[src/rtl/l2_line_server_if.sv]
// Request/done handshake from the L1 initiators plus the memory read port.
// master = initiator + memory side, slave = l2_line_server.
interface l2_line_server_if;
    logic         l2_request;
    logic [31:0]  l2_addr;
    logic [255:0] l2_data;
    logic         l2_done;
    logic         mem_req;
    logic [31:0]  mem_addr;
    logic         mem_ack;
    logic         mem_rvalid;
    logic [63:0]  mem_rdata;

    modport master (
        output l2_request, l2_addr, mem_ack, mem_rvalid, mem_rdata,
        input  l2_data, l2_done, mem_req, mem_addr
    );

    modport slave (
        input  l2_request, l2_addr, mem_ack, mem_rvalid, mem_rdata,
        output l2_data, l2_done, mem_req, mem_addr
    );
endinterface

[src/rtl/l2_line_server.sv]
// Direct-mapped 32-byte line store answering L1 line requests.
// Hits respond after HIT_LATENCY cycles; misses refill from memory in four 64-bit beats.
module l2_line_server #(
    parameter int LINES       = 8,
    parameter int HIT_LATENCY = 2
) (
    input  logic               clk,
    input  logic               reset_n,
    l2_line_server_if.slave    bus,
    input  logic               flush,
    output logic [15:0]        hit_count,
    output logic [15:0]        miss_count
);
    localparam int IDX   = $clog2(LINES);
    localparam int TAG_W = 27 - IDX;

    typedef enum logic [2:0] {
        IDLE, LOOKUP, HIT_WAIT, MEM_REQ, MEM_DATA, RESPOND, RELEASE
    } state_t;

    state_t             state_reg;
    logic [26:0]        line_addr_reg;
    logic [LINES-1:0]   valid_reg;
    logic               flush_pend_reg;
    logic [3:0]         wait_cnt_reg;
    logic [1:0]         beat_reg;
    logic               l2_done_reg;
    logic [255:0]       l2_data_reg;
    logic               mem_req_reg;
    logic [31:0]        mem_addr_reg;
    logic [15:0]        hit_count_reg;
    logic [15:0]        miss_count_reg;

    logic [255:0]       line_mem [LINES];
    logic [TAG_W-1:0]   tag_mem  [LINES];
    logic [63:0]        beat_buf [3];

    logic [IDX-1:0]     idx;
    logic [TAG_W-1:0]   tag;
    logic               lookup_hit;
    logic               fill_we;
    logic [255:0]       fill_line;
    logic               unused_addr_bits;

    assign idx              = line_addr_reg[IDX-1:0];
    assign tag              = line_addr_reg[26:IDX];
    assign unused_addr_bits = ^bus.l2_addr[4:0];

    always_comb begin
        lookup_hit = valid_reg[idx] && (tag_mem[idx] == tag);
        fill_we    = (state_reg == MEM_DATA) && bus.mem_rvalid && (beat_reg == 2'd3);
        fill_line  = {bus.mem_rdata, beat_buf[2], beat_buf[1], beat_buf[0]};
    end

    // The first three beats park in lane registers; the fourth completes the line.
    generate
        for (genvar gi = 0; gi < 3; gi++) begin : g_beat_lane
            always_ff @(posedge clk) begin
                if (state_reg == MEM_DATA && bus.mem_rvalid && beat_reg == 2'(gi))
                    beat_buf[gi] <= bus.mem_rdata;
            end
        end
    endgenerate

    always_ff @(posedge clk) begin
        if (fill_we) begin
            line_mem[idx] <= fill_line;
            tag_mem[idx]  <= tag;
        end
    end

    always_ff @(posedge clk) begin
        if (!reset_n) begin
            state_reg      <= IDLE;
            line_addr_reg  <= '0;
            valid_reg      <= '0;
            flush_pend_reg <= 1'b0;
            wait_cnt_reg   <= '0;
            beat_reg       <= '0;
            l2_done_reg    <= 1'b0;
            l2_data_reg    <= '0;
            mem_req_reg    <= 1'b0;
            mem_addr_reg   <= '0;
            hit_count_reg  <= '0;
            miss_count_reg <= '0;
        end else begin
            l2_done_reg <= 1'b0;
            if (flush && state_reg != IDLE)
                flush_pend_reg <= 1'b1;

            case (state_reg)
                IDLE: begin
                    if (flush)
                        valid_reg <= '0;
                    if (bus.l2_request) begin
                        line_addr_reg <= bus.l2_addr[31:5];
                        state_reg     <= LOOKUP;
                    end
                end
                LOOKUP: begin
                    if (lookup_hit) begin
                        if (hit_count_reg != 16'hFFFF)
                            hit_count_reg <= hit_count_reg + 16'd1;
                        if (HIT_LATENCY == 1) begin
                            l2_done_reg <= 1'b1;
                            l2_data_reg <= line_mem[idx];
                            state_reg   <= RESPOND;
                        end else begin
                            wait_cnt_reg <= 4'd1;
                            state_reg    <= HIT_WAIT;
                        end
                    end else begin
                        if (miss_count_reg != 16'hFFFF)
                            miss_count_reg <= miss_count_reg + 16'd1;
                        mem_req_reg  <= 1'b1;
                        mem_addr_reg <= {line_addr_reg, 5'b0};
                        state_reg    <= MEM_REQ;
                    end
                end
                HIT_WAIT: begin
                    if (wait_cnt_reg == 4'(HIT_LATENCY - 1)) begin
                        l2_done_reg <= 1'b1;
                        l2_data_reg <= line_mem[idx];
                        state_reg   <= RESPOND;
                    end else begin
                        wait_cnt_reg <= wait_cnt_reg + 4'd1;
                    end
                end
                MEM_REQ: begin
                    if (bus.mem_ack) begin
                        mem_req_reg <= 1'b0;
                        beat_reg    <= 2'd0;
                        state_reg   <= MEM_DATA;
                    end
                end
                MEM_DATA: begin
                    if (bus.mem_rvalid) begin
                        beat_reg <= beat_reg + 2'd1;
                        if (beat_reg == 2'd3) begin
                            valid_reg[idx] <= 1'b1;
                            l2_done_reg    <= 1'b1;
                            l2_data_reg    <= fill_line;
                            state_reg      <= RESPOND;
                        end
                    end
                end
                RESPOND: state_reg <= RELEASE;
                RELEASE: begin
                    // Pending flush lands on IDLE entry so a just-filled line is dropped too.
                    if (!bus.l2_request) begin
                        state_reg <= IDLE;
                        if (flush_pend_reg || flush)
                            valid_reg <= '0;
                        flush_pend_reg <= 1'b0;
                    end
                end
                default: state_reg <= IDLE;
            endcase
        end
    end

    assign bus.l2_done  = l2_done_reg;
    assign bus.l2_data  = l2_data_reg;
    assign bus.mem_req  = mem_req_reg;
    assign bus.mem_addr = mem_addr_reg;
    assign hit_count    = hit_count_reg;
    assign miss_count   = miss_count_reg;
endmodule

[src/flat_wrapper.sv]
// flat-port wrapper written by rule: the top's interface ports become plain ports
module l2_line_server_flat 
#(
    parameter int LINES       = 8,
    parameter int HIT_LATENCY = 2
)
  (clk, reset_n, flush, hit_count, miss_count, bus_l2_request, bus_l2_addr, bus_mem_ack, bus_mem_rvalid, bus_mem_rdata, bus_l2_data, bus_l2_done, bus_mem_req, bus_mem_addr);
  l2_line_server_if bus_i ();
  input  logic clk;
  input  logic reset_n;
  input  logic flush;
  output logic [15:0] hit_count;
  output logic [15:0] miss_count;
  input wire logic [$bits(bus_i.l2_request)-1:0] bus_l2_request;
  input wire logic [$bits(bus_i.l2_addr)-1:0] bus_l2_addr;
  input wire logic [$bits(bus_i.mem_ack)-1:0] bus_mem_ack;
  input wire logic [$bits(bus_i.mem_rvalid)-1:0] bus_mem_rvalid;
  input wire logic [$bits(bus_i.mem_rdata)-1:0] bus_mem_rdata;
  output wire logic [$bits(bus_i.l2_data)-1:0] bus_l2_data;
  output wire logic [$bits(bus_i.l2_done)-1:0] bus_l2_done;
  output wire logic [$bits(bus_i.mem_req)-1:0] bus_mem_req;
  output wire logic [$bits(bus_i.mem_addr)-1:0] bus_mem_addr;
  assign bus_i.l2_request = bus_l2_request;
  assign bus_i.l2_addr = bus_l2_addr;
  assign bus_i.mem_ack = bus_mem_ack;
  assign bus_i.mem_rvalid = bus_mem_rvalid;
  assign bus_i.mem_rdata = bus_mem_rdata;
  assign bus_l2_data = bus_i.l2_data;
  assign bus_l2_done = bus_i.l2_done;
  assign bus_mem_req = bus_i.mem_req;
  assign bus_mem_addr = bus_i.mem_addr;
  l2_line_server #(.LINES(LINES), .HIT_LATENCY(HIT_LATENCY)) u_core (.clk(clk), .reset_n(reset_n), .bus(bus_i), .flush(flush), .hit_count(hit_count), .miss_count(miss_count));
endmodule
[config.mk]
export PLATFORM = sky130hd
export DESIGN_NAME = l2_line_server_flat
export DESIGN_NICKNAME = d
export VERILOG_FILES = /design/src/rtl/l2_line_server_if.sv /design/src/rtl/l2_line_server.sv /design/src/flat_wrapper.sv
export SDC_FILE = /design/constraint.sdc
export NUM_CORES = 2
export LEC_CHECK = 0
export ABC_AREA = 1
export BUFFER_PORTS_ARGS = -buffer_cell sky130_fd_sc_hd__buf_2
export CAP_MARGIN = 20
export CORE_MARGIN = 2
export CORE_UTILIZATION = 35
export CTS_CLUSTER_SIZE = 25
export DETAILED_ROUTE_END_ITERATION = 8
export PLACE_DENSITY = 0.54
export REMOVE_ABC_BUFFERS = 1
export SETUP_SLACK_MARGIN = 0.4
export SYNTH_ARGS = -nofsm -noshare
export SYNTH_HDL_FRONTEND = slang
export SYNTH_SLANG_ARGS = --single-unit
[constraint.sdc]
create_clock -name clk -period 34.1 [get_ports clk]
set_clock_uncertainty 0.05 [all_clocks]
set_input_delay 1.705 -clock clk [delete_from_list [all_inputs] [get_ports clk]]
set_output_delay 1.705 -clock clk [all_outputs]
set_load 0.02 [all_outputs]
==> results.toml <==
[job]
maxCapViolCount = 0

[cts]
post-cts-setup-buffers = 0
cts_buffers = 306
clock-root-buffer = "clkbuf_16"
cts_htree_levels = 5
cts_tree = "yes"
numClockSinks = 2797
clkSlewWorstSetupHoldPaths_ns = 0.06
cts-hold-fix-buffers = 0
cts_buffer_depth = 4
clk_latency_ns = 0.92
cts_resized = 0

[setup_path]
crit_required_ns = 34.88
arrival_ns = 7.06
setup.worst_path.end_class = "flop"
crit_fanout = 182
startpoint_type = "flop"
criticalPathCategory = "reg -> reg"

[place]
place_hpwl_mm = 150
routabilityCongestion = 0.804
place_worst_setup_slack_ns = 26.98
dpl_cell_area_sq_um = 113000
placedCellCount = 12497
io_buffers = 413

[finish]
layout_common_cells = "edfxtp_1 (2,432), o21ai_0 (1,081), nand2_1 (1,033)"
design_area_sq_um = 123000
fin_nets = 8817
final_common_cell = "edfxtp_1"
drive_gt1_share_pct = 11.4
area_delta_synth_final_pct = 15.0
largest_reg_flops = 2048
instances_no_fill = 13074

[grt]
grt_start_max_net_pins = 209
grt_pass1_vias = 67729
antenna_found_initial = 16
grt_pass1_wl_mm = 444
grt_util_all_layers_pct = 18.8
overflow = 0

[sta]
hold_viol = 0
worst_slew_pin_slew_ns = 1.10
finalSetupTns_ns = 0
fin_crit_ns = 6.28
final.setup.worst_slack_ns = 27.82
slew_headroom_pct = 26.6
slew_violations = 0
timing.fmax_mhz = 159
final-setup-viol-count = 0
period_share_pct = 18.4
rsz0062_at_grt = "no"

[yosys]
synth_area_sq_um = 107000
syn_inst = 8466
yosysSeqAreaShare_pct = 74.9
ys_types = 39
ys_seq_elements = 2797
postSynthAreaPerCell_sq_um = 12.7
yosysWarnings = 0

[route]
drt_first_pass_iters = 6
ant_nets = 0
first_iter_violations = 6213
postRouteWirelength_mm = 303
wire_per_inst_um = 23.1
vias_per_cell = 5.32
vias = 69569
drc = 0

[pwr]
p_per_area_nw_per_um2 = 72.4
p_leak_uw = 0.0429
peakVddDrop_uv = 48.6

[die]
initial_core_util_pct = 35.1
die_y_um = 558
pin_count = 424
die_w_um = 558
die-area_sq_um = 311000
num_rows = 203
core-area_sq_um = 305000

[min_path]
hold_path_class = "reg -> reg"

[outcome]
status = "finished, final reports clean"
==> report_power, final <==
group	total, uW	internal (uW)	switching, uW
Sequential	3900	3790	107
Combinational	1750	496	1250
Clock	3290	1920	1370
==> metal layers <==
| layer | track usage (%) | part of all wire, % |
|---|---|---|
| met5 | 0 | 0.028 |
| met4 | 4.67 | 2.0 |
| met3 | 3.14 | 6.7 |
| met2 | 31.2 | 48 |
| met1 | 25.5 | 43 |
==> critical path: stages (launching register included) <==
cell	delay, ns
dfxtp_4	0.58
inv_8	0.59
buf_4	0.51
buf_4	0.89
buf_4	0.81
buf_4	0.77
buf_12	0.57
nand2_1	0.11
a221oi_1	0.34
o21ai_0	0.24
a21oi_1	0.22
==> cells in the mapped netlist <==
cell type  count  area share, %
a21oi_2        1         0.0082
dfxtp_1      365            6.8
ha_1           8          0.093
nor3b_1        1         0.0070
o211ai_1      76           0.53
xnor2_1        6          0.049
nor2_1       814            2.8
o22ai_1      240            1.4
nor3_1        15          0.070
a21boi_0       1         0.0070
nand2_1     1034            3.6
o221ai_1      74           0.60
nand3_2        1         0.0093
nand3_1      208           0.97
clkbuf_1     478            1.7
nand3b_1       3          0.021
xor2_1        20           0.16
nor2_4         1          0.010
buf_4         12          0.084
a31oi_1        1         0.0058
edfxtp_1    2432             68
or2_2          7          0.041
a21oi_1      925            4.3
inv_1        200           0.70
o21ba_2        4          0.037
a211oi_1     100           0.70
nor4_1         4          0.023
buf_2         78           0.36
o21bai_1      31           0.22
buf_6          4          0.042
inv_2          9          0.031
a221oi_1      99           0.81
conb_1         1         0.0035
nand2_2        2          0.012
nor3_2         1         0.0093
o21ai_0     1081            5.0
nand4_1       37           0.22
buf_1         40           0.14
o21ai_1       52           0.24
==> path summary, 6_finish.rpt <==
kind	endpoint	slack (ns)	startpoint	cells after the start
setup / recovery	u_core.bus.l2_data[198]	27.82	flop	10
hold / removal	u_core.valid_reg[6]	0.41	u_core.valid_reg[6]	2
setup reg to reg	u_core.bus.l2_data[198]	27.82	flop	10
hold reg to reg	u_core.valid_reg[6]	0.41	u_core.valid_reg[6]	2
==> metrics by stage <==
stage | power [uW] | util (%) | hold WS [ns]
after CTS | 9010 | 40.4 | 0.413
final | 8930 | 40.4 | 0.406
after detailed placement | 5720 | 37.1 | 0.405
after global routing | 9340 | 40.4 | 0.441
after floorplan | 5270 | - | 0.381
after global placement | 5690 | 37.1 | 0.392
==> kinds of logic (layout without fill, tap and decap cells) <==
group / after synthesis / in the layout / share of synthesized area [%]
fa+ha+maj: 8 / 8 / 0.0933
simple gates: 2128 / 2128 / 7.85
buf+inv: 821 / 1317 / 3.03
flops: 2797 / 2797 / 74.9
other cells: 1 / 13 / 0.00350
compound gates: 2685 / 2685 / 13.9
xor+xnor: 26 / 26 / 0.212
==> area by class of cell <==
| cell class | count | area (sq um) |
|---|---|---|
| multi-input cells | 4852 | 23800 |
| inverters | 209 | 822 |
| diodes | 8 | 20.0 |
| fillers | 28321 | 182000 |
| clock inverters | 120 | 1340 |
| clock buffers | 447 | 8720 |
| flip-flops and latches | 2797 | 80300 |
| well taps | 4100 | 5130 |
| repair buffers | 541 | 3220 |
Power figures use the tool's default switching activity.
